**config.mk**
```make
export PLATFORM = sky130hd
export DESIGN_NAME = apb_master_gen
export DESIGN_NICKNAME = d
export VERILOG_FILES = /design/src/rtl/apb_gen_pkg.sv /design/src/rtl/apb_rsp_mux.sv /design/src/rtl/apb_master_gen.sv
export SDC_FILE = /design/constraint.sdc
export NUM_CORES = 1
export LEC_CHECK = 0
export ABC_AREA = 0
export BUFFER_PORTS_ARGS = -buffer_cell sky130_fd_sc_hd__buf_2
export CAP_MARGIN = 0
export CORE_ASPECT_RATIO = 0.7
export CORE_MARGIN = 3
export CORE_UTILIZATION = 35
export DETAILED_ROUTE_END_ITERATION = 10
export SLEW_MARGIN = 30
export SYNTH_ARGS = -nofsm -noshare
export SYNTH_HDL_FRONTEND = slang
export SYNTH_SLANG_ARGS = --single-unit
```
**constraint.sdc**
```tcl
create_clock -name pclk_i -period 2.59 [get_ports pclk_i]
set_input_delay 0.518 -clock pclk_i [delete_from_list [all_inputs] [get_ports pclk_i]]
set_output_delay 0.518 -clock pclk_i [all_outputs]
set_load 0.02 [all_outputs]
```
**src/rtl/apb_gen_pkg.sv**
```systemverilog
// Shared types and constants for the generic APB4 master: FSM encoding,
// transfer-encoding codes and an elaboration-time clog2 helper.
package apb_gen_pkg;

   typedef enum logic [1:0] {
      S_IDLE   = 2'b00,
      S_SETUP  = 2'b01,
      S_ACCESS = 2'b10
   } apb_state_e;

   localparam logic [1:0] ENC_WR = 2'b01;
   localparam logic [1:0] ENC_RD = 2'b10;

   function automatic int clog2(input int value);
      int res;
      res = 0;
      while ((32'd1 << res) < value) begin
         res = res + 1;
      end
      return res;
   endfunction

endpackage

```
**src/rtl/apb_rsp_mux.sv**
```systemverilog
// Selects pready/pslverr/prdata of the addressed slave; every other slave's
// response lines are masked off.
module apb_rsp_mux #(
   parameter int NUM_SLV = 4,
   parameter int DATA_W  = 8,
   parameter int SEL_W   = 2
) (
   input  logic [SEL_W-1:0]          sel_i,
   input  logic [NUM_SLV*DATA_W-1:0] prdata_i,
   input  logic [NUM_SLV-1:0]        pready_i,
   input  logic [NUM_SLV-1:0]        pslverr_i,
   output logic                      pready_o,
   output logic                      pslverr_o,
   output logic [DATA_W-1:0]         prdata_o
);

   // AND-OR select across all slaves
   always_comb begin
      logic hit;
      pready_o  = 1'b0;
      pslverr_o = 1'b0;
      prdata_o  = '0;
      hit       = 1'b0;
      for (int i = 0; i < NUM_SLV; i++) begin
         hit       = (32'(sel_i) == i);
         pready_o  = pready_o  | (pready_i[i]  & hit);
         pslverr_o = pslverr_o | (pslverr_i[i] & hit);
         prdata_o  = prdata_o  | (prdata_i[i*DATA_W +: DATA_W] & {DATA_W{hit}});
      end
   end

endmodule

```
**src/rtl/apb_master_gen.sv**
```systemverilog
// APB4 master: bridges a valid/ready transfer port onto NUM_SLV slaves with
// per-slave psel decode, access timeout and a registered response channel.
module apb_master_gen
   import apb_gen_pkg::*;
#(
   parameter int ADDR_W      = 8,
   parameter int DATA_W      = 8,
   parameter int NUM_SLV     = 4,
   parameter int SEL_W       = 2,
   parameter int TIMEOUT_CYC = 16
) (
   input  logic                      pclk_i,
   input  logic                      prst_i,
   input  logic                      trf_valid_i,
   output logic                      trf_ready_o,
   input  logic [1:0]                trf_enc_i,
   input  logic [ADDR_W-1:0]         trf_addr_i,
   input  logic [DATA_W-1:0]         trf_wdata_i,
   input  logic [DATA_W/8-1:0]       trf_strb_i,
   input  logic [2:0]                trf_prot_i,
   output logic                      trf_resp_valid_o,
   output logic [DATA_W-1:0]         trf_rdata_o,
   output logic                      trf_resp_err_o,
   output logic                      trf_resp_timeout_o,
   output logic [NUM_SLV-1:0]        psel_o,
   output logic                      penable_o,
   output logic [ADDR_W-1:0]         paddr_o,
   output logic                      pwrite_o,
   output logic [DATA_W-1:0]         pwdata_o,
   output logic [DATA_W/8-1:0]       pstrb_o,
   output logic [2:0]                pprot_o,
   input  logic [NUM_SLV*DATA_W-1:0] prdata_i,
   input  logic [NUM_SLV-1:0]        pready_i,
   input  logic [NUM_SLV-1:0]        pslverr_i
);

   localparam int STRB_W = DATA_W / 8;
   localparam int TMO_W  = (TIMEOUT_CYC > 0) ? clog2(TIMEOUT_CYC + 1) : 1;

   apb_state_e          state_q,     state_d;
   logic [SEL_W-1:0]    sel_q,       sel_d;
   logic [ADDR_W-1:0]   addr_q,      addr_d;
   logic                wr_q,        wr_d;
   logic [DATA_W-1:0]   wdata_q,     wdata_d;
   logic [STRB_W-1:0]   strb_q,      strb_d;
   logic [2:0]          prot_q,      prot_d;
   logic [NUM_SLV-1:0]  psel_q,      psel_d;
   logic                penable_q,   penable_d;
   logic [TMO_W-1:0]    tmo_cnt_q,   tmo_cnt_d;
   logic                rsp_valid_q, rsp_valid_d;
   logic [DATA_W-1:0]   rsp_rdata_q, rsp_rdata_d;
   logic                rsp_err_q,   rsp_err_d;
   logic                rsp_tmo_q,   rsp_tmo_d;
   logic                err_pend_q,  err_pend_d;

   logic [SEL_W-1:0]    req_sel_s;
   logic                req_enc_ok_s;
   logic                req_launch_s;
   logic                req_acc_s;
   logic                load_s;
   logic                inv_acc_s;
   logic                sel_pready_s;
   logic                sel_pslverr_s;
   logic [DATA_W-1:0]   sel_prdata_s;
   logic                done_s;
   logic                tmo_hit_s;

   apb_rsp_mux #(
      .NUM_SLV (NUM_SLV),
      .DATA_W  (DATA_W),
      .SEL_W   (SEL_W)
   ) u_rsp_mux (
      .sel_i     (sel_q),
      .prdata_i  (prdata_i),
      .pready_i  (pready_i),
      .pslverr_i (pslverr_i),
      .pready_o  (sel_pready_s),
      .pslverr_o (sel_pslverr_s),
      .prdata_o  (sel_prdata_s)
   );

   assign req_sel_s    = trf_addr_i[ADDR_W-1 -: SEL_W];
   assign req_enc_ok_s = (trf_enc_i == ENC_WR) || (trf_enc_i == ENC_RD);
   assign req_launch_s = req_enc_ok_s && (32'(req_sel_s) < NUM_SLV);

   assign done_s    = (state_q == S_ACCESS) && sel_pready_s;
   // Abort fires on the TIMEOUT_CYC-th consecutive not-ready ACCESS cycle.
   assign tmo_hit_s = (TIMEOUT_CYC != 0) && (state_q == S_ACCESS) && !sel_pready_s &&
                      (32'(tmo_cnt_q) >= TIMEOUT_CYC - 1);

   assign trf_ready_o = !prst_i && ((state_q == S_IDLE) || done_s);
   assign req_acc_s   = trf_valid_i && trf_ready_o;
   assign load_s      = req_acc_s && req_launch_s;
   assign inv_acc_s   = req_acc_s && !req_launch_s;

   // FSM next state, request capture and APB output next values
   always_comb begin
      state_d   = state_q;
      tmo_cnt_d = tmo_cnt_q;
      case (state_q)
         S_IDLE: begin
            if (load_s) state_d = S_SETUP;
            else        state_d = S_IDLE;
         end
         S_SETUP: begin
            state_d   = S_ACCESS;
            tmo_cnt_d = '0;
         end
         S_ACCESS: begin
            if (sel_pready_s) begin
               if (load_s) state_d = S_SETUP;
               else        state_d = S_IDLE;
            end else if (tmo_hit_s) begin
               state_d = S_IDLE;
            end else begin
               state_d = S_ACCESS;
               if (32'(tmo_cnt_q) < TIMEOUT_CYC) tmo_cnt_d = tmo_cnt_q + TMO_W'(1);
               else                              tmo_cnt_d = tmo_cnt_q;
            end
         end
         default: state_d = S_IDLE;
      endcase

      sel_d   = load_s ? req_sel_s   : sel_q;
      addr_d  = load_s ? trf_addr_i  : addr_q;
      wr_d    = load_s ? (trf_enc_i == ENC_WR) : wr_q;
      wdata_d = load_s ? trf_wdata_i : wdata_q;
      strb_d  = load_s ? ((trf_enc_i == ENC_WR) ? trf_strb_i : '0) : strb_q;
      prot_d  = load_s ? trf_prot_i  : prot_q;

      psel_d    = (state_d != S_IDLE) ? (NUM_SLV'(1'b1) << sel_d) : '0;
      penable_d = (state_d == S_ACCESS);
   end

   // Response next values; a decode error coinciding with a bus completion is held one cycle
   always_comb begin
      rsp_valid_d = 1'b0;
      rsp_rdata_d = '0;
      rsp_err_d   = 1'b0;
      rsp_tmo_d   = 1'b0;
      err_pend_d  = 1'b0;
      if (done_s) begin
         rsp_valid_d = 1'b1;
         rsp_err_d   = sel_pslverr_s;
         rsp_rdata_d = (!wr_q && !sel_pslverr_s) ? sel_prdata_s : '0;
         err_pend_d  = inv_acc_s;
      end else if (tmo_hit_s) begin
         rsp_valid_d = 1'b1;
         rsp_err_d   = 1'b1;
         rsp_tmo_d   = 1'b1;
      end else if (err_pend_q || inv_acc_s) begin
         rsp_valid_d = 1'b1;
         rsp_err_d   = 1'b1;
         err_pend_d  = err_pend_q && inv_acc_s;
      end else begin
         rsp_valid_d = 1'b0;
      end
   end

   // State and output registers with synchronous reset
   always_ff @(posedge pclk_i) begin
      if (prst_i) begin
         state_q     <= S_IDLE;
         sel_q       <= '0;
         addr_q      <= '0;
         wr_q        <= 1'b0;
         wdata_q     <= '0;
         strb_q      <= '0;
         prot_q      <= '0;
         psel_q      <= '0;
         penable_q   <= 1'b0;
         tmo_cnt_q   <= '0;
         rsp_valid_q <= 1'b0;
         rsp_rdata_q <= '0;
         rsp_err_q   <= 1'b0;
         rsp_tmo_q   <= 1'b0;
         err_pend_q  <= 1'b0;
      end else begin
         state_q     <= state_d;
         sel_q       <= sel_d;
         addr_q      <= addr_d;
         wr_q        <= wr_d;
         wdata_q     <= wdata_d;
         strb_q      <= strb_d;
         prot_q      <= prot_d;
         psel_q      <= psel_d;
         penable_q   <= penable_d;
         tmo_cnt_q   <= tmo_cnt_d;
         rsp_valid_q <= rsp_valid_d;
         rsp_rdata_q <= rsp_rdata_d;
         rsp_err_q   <= rsp_err_d;
         rsp_tmo_q   <= rsp_tmo_d;
         err_pend_q  <= err_pend_d;
      end
   end

   assign psel_o             = psel_q;
   assign penable_o          = penable_q;
   assign paddr_o            = addr_q;
   assign pwrite_o           = wr_q;
   assign pwdata_o           = wdata_q;
   assign pstrb_o            = strb_q;
   assign pprot_o            = prot_q;
   assign trf_resp_valid_o   = rsp_valid_q;
   assign trf_rdata_o        = rsp_rdata_q;
   assign trf_resp_err_o     = rsp_err_q;
   assign trf_resp_timeout_o = rsp_tmo_q;

endmodule
```
==> impl_metrics.yaml, run 1 <==
setup_path:
  crit_type: "flip-flop to output pin"
  rrSetupSlack_ns: 0.44
  endpoint: "trf_ready_o"
  critPathMaxStageDelay_ns: 0.68
  worstPathMaxFanout: 11
  path_delay_family: "multiplexers"
  crit_path_end_kind: "output pin"
  crit_path_start: "sel_q[0]"
  r2r-start: "tmo_cnt_q[0]"
  cp_slowest_cell: "mux4_2"
  path_cells: "mux4_2 > o21a_1 > buf_2"
  worstRegToRegCells: 7
  crit_arrival_ns: 1.70
  r2r-end: "trf_resp_err_o"
  required_ns: 2.07
  critPathLaunchType: "flip-flop"
  crit_buf_inv: 1
  crit_cells: 3
synth:
  synth_nets: 279
  synth_top_flop_cell: "dfxtp_1"
  yosysWarnings: 0
  synth_common_cells: "47 x dfxtp_1, 47 x nand2_1, 25 x a21oi_1"
  synth.cell_area_sq_um: 2030
  synthMuxAreaShare_pct: 11.1
  syn_inst: 211
  synth_edf_count: 0
  synthAdderAreaFrac_pct: 1.85
  synth-simple-area-share_pct: 22.4
  synth-compound-area-share_pct: 13.2
  synth.top_cell.area_share_pct: 46.3
  syn_area_per_cell_sq_um: 9.64
  yosysTopAreaCell: "dfxtp_1"
  synthArstFlopShare_pct: 0
  synth_top_family_by_area: "simple AND/OR/NAND/NOR gates"
  synth-seq-cells: 47
  synthTopCellsByArea: "dfxtp_1 46%, mux4_2 11%, nand2_1 8.7%"
  synth-xor-area-share_pct: 0
  seq_area_frac_synth_pct: 46.3
  synth_cell_type_count: 38
placement:
  portBuffers: 102
  dpl.hpwl_mm: 3.77
  placed_area_sq_um: 2580
  globalplace.congestion: 0.814
  dp_cells: 373
power:
  power_density_nw_per_um2: 543
  p_leak_nw: 1.19
  peakVddDrop_mv: 0.216
  finalPower_mw: 1.46
clock_tree:
  postCtsSetupBuffers: 0
  cts-root-buf: "clkbuf_8"
  postCtsHoldBufs: 0
  insertion_delay_ns: 0.28
  cts_tree: "yes"
  clk_pin_slew_ns: 0.08
  ctsResizeCount: 0
  numCtsBuffers: 5
  clockBufferDepth: 2
  h-tree-depth: 2
  cts_sinks: 47
cells_and_area:
  instances_no_fill: 380
  area_growth_syn_to_layout_pct: 32.1
  drive_above_1_share_pct: 42.5
  stdcell_area_sq_um: 2690
  antenna_cells: 0
  fin_util_pct: 49.5
  final_nets: 376
sta:
  rsz0062_at_grt: "no"
  slew_viol_final: 0
  timing.final.hold_violations: 0
  skew_ns: 0.00450
  tightest_slew_ns: 0.549
  fin_setup_tns_ns: 0
  fmax_mhz: 450
  relSlewSlack_pct: 62.9
  min_period_ns: 2.22
  setup_violations: 0
  finalCritPeriodShare_pct: 85.7
die:
  die-width_um: 97.1
  io_pins: 103
  die_area_sq_um: 6770
  dieHeight_um: 69.8
  fp.coreArea_sq_um: 5420
  num_rows: 22
  start_util_pct: 37.5
route:
  vias_per_cell: 4.86
  drt-met1-wl_mm: 2.29
  drt_first_pass_iters: 4
  wl_met3_um: 514
  first_iter_violations: 91
  vias: 1845
  route.met2.wl_mm: 2.12
  drc: 0
  totalWireLength_mm: 4.95
  top_layer_used: "met4"
  wl_per_cell_um: 13.0
  antenna_left: 0
global_routing:
  grt_pass1_wl_mm: 7.86
  grt_start_max_net_pins: 27
  gr-total-overflow: 0
  antenna_found_initial: 0
  grt_pass1_vias: 1618
  globalRouteTotalUtil_pct: 14.3
run:
  cap_viol_max_count: 0
run_status:
  status: "finished clean"
hold_path:
  worstHoldPathType: "flip-flop to flip-flop"
==> layout make-up <==
cell class              instances  area (sq um)
clock buffers                   6          72.6
clock inverters                 1          30.0
fillers                       532          2740
inverters                       7          26.3
multi-input cells             141           986
flip-flops and latches         47           941
well taps                      72          90.1
repair buffers                106           541
==> layer usage <==
| layer | vias to the layer above | global-route usage, % |
|---|---|---|
| li1 | 931 | - |
| met1 | 840 | 20.2 |
| met2 | 72 | 20.8 |
| met3 | 2 | 5.83 |
| met4 | 0 | 2.34 |
| met5 | - | 0 |
==> worst min-delay path: cells and delay by family (launching register included) <==
| family | cells | cell delay, ns |
|---|---|---|
| AOI/OAI and AO/OA | 1 | 0.05 |
| DFF | 1 | 0.31 |
| and+or+nand+nor | 1 | 0.05 |
==> worst min-delay path by stage <==
stage / from / end / cells past startpoint
after floorplan: err_pend_q / trf_resp_valid_o / 2
after global placement: paddr_o[3] / paddr_o[3] / 2
after detailed placement: paddr_o[3] / paddr_o[3] / 2
after CTS: trf_wdata_i[0] / pwdata_o[0] / 3
after global routing: trf_wdata_i[5] / pwdata_o[5] / 3
final: paddr_o[2] / paddr_o[2] / 2
==> metrics by stage <==
stage                     hold slack [ns]  setup WS (ns)
after floorplan                     0.457          0.460
after global placement              0.439          0.432
after global routing                0.458          0.309
after detailed placement            0.445          0.395
final                               0.454          0.370
after CTS                           0.451          0.345
==> state kept, by name (all words and copies together) (netlist names) <==
signal / flops
paddr_o: 8
pwdata_o: 8
trf_rdata_o: 8
tmo_cnt_q: 5
psel_o: 4
pprot_o: 3
sel_q: 2
state_q: 2
err_pend_q: 1
penable_o: 1
pstrb_o: 1
pwrite_o: 1
trf_resp_err_o: 1
trf_resp_timeout_o: 1
trf_resp_valid_o: 1
==> report_power, final <==
| group | switching, mW | internal [mW] | total [mW] |
|---|---|---|---|
| Clock | 0.220 | 0.283 | 0.503 |
| Combinational | 0.104 | 0.0965 | 0.200 |
| Sequential | 0.0132 | 0.742 | 0.755 |
| Total | 0.337 | 1.12 | 1.46 |
==> cells in the final DEF, fill, tap and decap left out, types with 2 or more instances in the layout <==
master | Yosys | final
o32ai_1 | 2 | 2
or3b_2 | 2 | 2
and3_1 | 2 | 2
dfxtp_1 | 47 | 47
nand3_1 | 7 | 7
a31oi_1 | 2 | 2
ha_1 | 3 | 3
a21oi_1 | 25 | 25
mux4_2 | 10 | 10
nor3_1 | 2 | 2
clkbuf_8 | 0 | 5
nor2_1 | 6 | 6
inv_1 | 6 | 6
nand2_1 | 47 | 47
nand3b_1 | 3 | 3
a32oi_1 | 2 | 2
nor2b_1 | 10 | 10
or4_1 | 2 | 2
buf_4 | 0 | 4
buf_2 | 4 | 102
==> kinds of logic after synthesis <==
family,Yosys count
simple gates,89
flops,47
compound gates,39
buf+inv,23
mux,10
fa+ha+maj,3
(Power assumes the default switching activity.)
==> run 2, diff against run 1 <==
- ABC_AREA: 0 -> 1
==> run 2 against run 1 <==
Die area shrank 4.5%. Critical path depth increased by 3. Sequential share of layout area rose by 0.90 points. Clock skew grew 0.0023 ns. Cell count increased by 12%. Clock power rose by 22%. Synthesized cell count grew 20%. Combinational power down 3%. Global-route usage up 1.4 points. Critical path type unchanged. Critical endpoint unchanged. Largest power group unchanged. Highest routed layer unchanged.
==> impl_metrics.yaml, run 2 <==
run_status:
  status: "finished clean"
route:
  totalWireLength_mm: 5.11
  drc: 0
  first_iter_violations: 76
  vias: 1996
  drt_first_pass_iters: 4
  vias_per_cell: 4.70
  antenna_left: 0
  wl_per_cell_um: 12.0
sta:
  fin_setup_tns_ns: 0
  rsz0062_at_grt: "no"
  slew_viol_final: 0
  hold_ws_ns: 0.466
  setup_violations: 0
  fmax_mhz: 442
  relSlewSlack_pct: 65.2
  min_period_ns: 2.26
  timing.final.hold_violations: 0
  tightest_slew_ns: 0.521
  finalCritPeriodShare_pct: 87.4
  layout_setup_ws_ns: 0.325
  skew_ns: 0.00684
synth:
  yosysWarnings: 0
  synth_cell_type_count: 22
  syn_area_per_cell_sq_um: 7.62
  synth_nets: 322
  synth_top_flop_cell: "dfxtp_1"
  synthArstFlopShare_pct: 0
  seq_area_frac_synth_pct: 48.6
  yosysTopAreaCell: "dfxtp_1"
  synth-seq-cells: 47
  synth_common_cells: "71 x nand2_1, 47 x dfxtp_1, 28 x nand3_1"
  synth_edf_count: 0
  synth.top_cell.area_share_pct: 48.6
  synth.most_common_cell: "nand2_1"
  syn_inst: 254
  synthTopCellsByArea: "dfxtp_1 49%, nand2_1 14%, nand3_1 7.2%"
  synth.cell_area_sq_um: 1930
global_routing:
  globalRouteTotalUtil_pct: 15.7
  grt_pass1_vias: 1800
  gr-total-overflow: 0
  grt_start_max_net_pins: 28
  grt_pass1_wl_mm: 8.03
  antenna_found_initial: 0
placement:
  globalplace.congestion: 0.749
  portBuffers: 102
  dpl.hpwl_mm: 3.94
  dp_cells: 417
  placed_area_sq_um: 2490
  dpl_worst_slack_ns: 0.521
die:
  io_pins: 103
  fp.coreArea_sq_um: 5040
  start_util_pct: 38.3
  die-width_um: 94.9
  die_area_sq_um: 6470
  num_rows: 21
  dieHeight_um: 68.2
setup_path:
  crit_type: "flip-flop to output pin"
  critPathMaxStageDelay_ns: 0.48
  path_cells: "nor2_4 > nand2_2 > nand2_2 > nor2_2 > a21oi_1 > buf_2"
  cp_slowest_cell: "dfxtp_1"
  r2r-end: "psel_o[1]"
  crit_arrival_ns: 1.75
  worstPathMaxFanout: 14
  r2r-start: "sel_q[1]"
  rrSetupSlack_ns: 0.50
  crit_path_end_kind: "output pin"
  critPathLaunchType: "flip-flop"
  worstRegToRegCells: 9
  required_ns: 2.07
  worst_path_most_repeated_cell: "nand2_2"
cells_and_area:
  area_growth_syn_to_layout_pct: 35.4
  final_nets: 423
  fin_util_pct: 51.9
  stdcell_area_sq_um: 2620
  n_fill_cell: 530
  drive_above_1_share_pct: 34.0
  final_common_cell: "buf_2"
  antenna_cells: 0
  instances_no_fill: 425
  final_cell_mix: "102 x buf_2, 71 x nand2_1, 47 x dfxtp_1"
clock_tree:
  ctsResizeCount: 0
  clockBufferDepth: 2
  numCtsBuffers: 5
  h-tree-depth: 2
  postCtsSetupBuffers: 0
  insertion_delay_ns: 0.29
  clk_pin_slew_ns: 0.08
  cts_tree: "yes"
  postCtsHoldBufs: 0
  cts_sinks: 47
  cts-root-buf: "clkbuf_8"
power:
  p_sw_share_pct: 22.9
  intPower_mw: 1.21
  p_comb_share_pct: 12.3
  seq_power_share_pct: 48.5
  p_clk_share_pct: 39.2
  peakVddDrop_mv: 0.371
  power_density_nw_per_um2: 599
  p_leak_nw: 1.27
  switching_power_uw: 359
  finalPower_mw: 1.57
hold_path:
  min_from: "trf_wdata_i[1]"
  hold_path_depth: 3
  worstHoldPathType: "primary input to flip-flop"
  worstHoldEndpoint: "pwdata_o[1]"
run:
  cap_viol_max_count: 0
run 2: how the worst max path moves through the flow:
stage	start	endpoint	slack, ns	cells past startpoint
after floorplan	prst_i	psel_o[1]	0.71	7
after global placement	sel_q[1]	pwdata_o[2]	0.56	9
after detailed placement	sel_q[1]	psel_o[1]	0.52	9
after CTS	sel_q[1]	trf_ready_o	0.31	6
after global routing	sel_q[1]	trf_ready_o	0.18	5
final	sel_q[1]	trf_ready_o	0.33	6
run 2: logic make-up (layout without fill, tap and decap cells):
kind of cell             count (synthesis)  count (layout)  share of synthesized area (%)
AND/OR/NAND/NOR                        136             136                           30.7
flip-flops                              47              47                           48.6
AO/OA/AOI/OAI                           39              39                           11.6
buffers and inverters                   29             131                           7.11
adder cells (fa/ha/maj)                  3               3                           1.94
run 2: cell type report:
cell class	instances	area (sq um)	area share [%]
flip-flops and latches	47	941	35.9
multi-input cells	178	856	32.7
repair buffers	105	533	20.4
well taps	69	86.3	3.30
clock buffers	6	72.6	2.77
inverters	18	70.1	2.68
clock inverters	2	60.1	2.29
run 2: power groups by stage:
| stage | clock network [mW] | logic, mW | registers [mW] |
|---|---|---|---|
| CTS | 0.638 | 0.196 | 0.761 |
| global route | 0.665 | 0.217 | 0.764 |
| finish | 0.614 | 0.194 | 0.761 |
| global placement | 0 | 0.193 | 0.778 |
| floorplan | 0 | 0.0926 | 0.796 |
| detailed placement | 0 | 0.195 | 0.778 |
run 2: worst max-delay path: cells and delay by family, from the launching register on:
family,cells,cell delay (ns)
AOI/OAI and AO/OA,1,0.21
buffers and inverters,1,0.22
DFF,1,0.48
and+or+nand+nor,4,0.55
run 2: layer usage:
| layer | GRT usage, % | share of wire [%] | up-vias |
|---|---|---|---|
| met5 | 0 | 0 | - |
| met4 | 3.60 | 0.61 | 0 |
| met3 | 4.73 | 7.7 | 4 |
| met2 | 24.8 | 46 | 54 |
| met1 | 21.2 | 45 | 901 |
| li1 | - | - | 1037 |
==> run 3, diff against run 2 <==
==> constraint.sdc (replaced) <==
create_clock -name pclk_i -period 2.59 [get_ports pclk_i]
set_input_delay 0.1295 -clock pclk_i [delete_from_list [all_inputs] [get_ports pclk_i]]
set_output_delay 0.1295 -clock pclk_i [all_outputs]
set_load 0.02 [all_outputs]
==> run 3 against run 2 <==
Power shrank 4.4%. Maximum frequency up 8.7%. Clock-buffer cell count unchanged. Global-route usage grew 0.16 points. Setup slack gained 0.18 ns. Worst hold slack lost 0.40 ns. Combinational power barely moved. Critical path type is now flip-flop to flip-flop. Largest power group unchanged.
==> impl_metrics.yaml, run 3 (synthesized netlist as in run 2, its figures left out) <==
run_status:
  status: "finished clean"
sta:
  fin_setup_tns_ns: 0
  fmax_mhz: 480
  relSlewSlack_pct: 64.5
  finalCritPeriodShare_pct: 80.4
  tightest_slew_ns: 0.531
  timing.final.hold_violations: 0
  min_period_ns: 2.08
  skew_ns: 0.0100
  layout_setup_ws_ns: 0.506
  slew_viol_final: 0
  setup_violations: 0
  rsz0062_at_grt: "no"
  hold_ws_ns: 0.0697
cells_and_area:
  area_growth_syn_to_layout_pct: 34.2
  n_fill_cell: 504
  fin_util_pct: 51.5
  stdcell_area_sq_um: 2600
  final_common_cell: "buf_2"
  final_cell_mix: "102 x buf_2, 71 x nand2_1, 47 x dfxtp_1"
  instances_no_fill: 424
  final_nets: 422
  drive_above_1_share_pct: 34.1
  antenna_cells: 0
power:
  p_sw_share_pct: 24.3
  power_density_nw_per_um2: 578
  switching_power_uw: 365
  p_comb_share_pct: 12.7
  intPower_mw: 1.14
  p_leak_nw: 1.27
  peakVddDrop_mv: 0.203
  seq_power_share_pct: 50.8
  finalPower_mw: 1.50
  p_clk_share_pct: 36.4
global_routing:
  globalRouteTotalUtil_pct: 15.9
  grt_pass1_wl_mm: 8.05
  antenna_found_initial: 0
  grt_pass1_vias: 1837
  grt_start_max_net_pins: 29
  gr-total-overflow: 0
setup_path:
  critPathLaunchType: "flip-flop"
  path_cells: "nand3_1 > nand2_1 > nor2_2 > nand2_2 > nand4_4 > o21ai_1 > inv_1 > nor2_1"
  crit_type: "flip-flop to flip-flop"
  crit_path_end_kind: "flip-flop"
  crit_arrival_ns: 2.31
  required_ns: 2.82
  critPathMaxStageDelay_ns: 0.66
  r2r-start: "sel_q[1]"
  worstPathMaxFanout: 27
  crit_path_start: "sel_q[1]"
  cp_slowest_cell: "dfxtp_1"
clock_tree:
  cts_sinks: 47
  postCtsHoldBufs: 0
  clk_pin_slew_ns: 0.09
  cts_tree: "yes"
  ctsResizeCount: 0
  numCtsBuffers: 5
  insertion_delay_ns: 0.29
  postCtsSetupBuffers: 0
  h-tree-depth: 2
  cts-root-buf: "clkbuf_8"
  clockBufferDepth: 2
placement:
  dp_cells: 416
  dpl.hpwl_mm: 3.88
  placed_area_sq_um: 2480
  dpl_worst_slack_ns: 0.504
  portBuffers: 102
  globalplace.congestion: 0.770
die:
  io_pins: 103
  dieHeight_um: 68.2
  die_area_sq_um: 6470
  die-width_um: 94.9
  start_util_pct: 38.3
  num_rows: 21
  fp.coreArea_sq_um: 5040
route:
  vias_per_cell: 4.63
  wl_per_cell_um: 12.1
  vias: 1964
  first_iter_violations: 118
  antenna_left: 0
  drt_first_pass_iters: 4
  drc: 0
  totalWireLength_mm: 5.15
hold_path:
  worstHoldPathType: "primary input to flip-flop"
  min_from: "trf_addr_i[3]"
run:
  cap_viol_max_count: 0
-- run 3: cell types whose count changed in the layout (fill, tap and decap cells not counted) --
cell | before | now
buf_4 | 3 | 2
bufinv_16 | 2 | 1
clkbuf_1 | 1 | 0
clkbuf_8 | 5 | 6
clkinv_2 | 0 | 1
-- run 3: cell type report --
class                      instances  area, sq um  area share, %
multi-input combinational        178          856           33.0
tap                               69         86.3           3.33
clock buffer                       6         82.6           3.18
sequential                        47          941           36.2
timing repair buffer             104          526           20.2
inverter                          18         70.1           2.70
clock inverter                     2         35.0           1.35
-- run 3: power by group through the flow --
stage	Combinational (mW)	Clock, mW	Sequential [mW]
floorplan	0.0926	0	0.796
global placement	0.192	0	0.779
detailed placement	0.192	0	0.779
CTS	0.193	0.570	0.763
global route	0.215	0.589	0.766
finish	0.191	0.547	0.763
-- run 3: critical path, delay by kind of cell, from the launching register on --
| kind | cells | cell delay, ns |
|---|---|---|
| AND/OR/NAND/NOR | 6 | 0.89 |
| AO/OA/AOI/OAI | 1 | 0.35 |
| buffers and inverters | 1 | 0.11 |
| flip-flops | 1 | 0.66 |
-- run 3: final timing paths --
check / to / slack (ns) / depth (start not counted)
min: paddr_o[3] / 0.07 / 3
max reg2reg: psel_o[3] / 0.51 / 8
min reg2reg: paddr_o[7] / 0.47 / 2
max: psel_o[3] / 0.51 / 8
-- run 3: per-layer routing --
| metal | GRT usage, % | routed length [um] | vias to the layer above |
|---|---|---|---|
| met5 | 0 | 0 | - |
| met4 | 3.78 | 21 | 0 |
| met3 | 4.29 | 338 | 2 |
| met2 | 26.4 | 2450 | 56 |
| met1 | 20.6 | 2330 | 872 |
| li1 | - | - | 1034 |
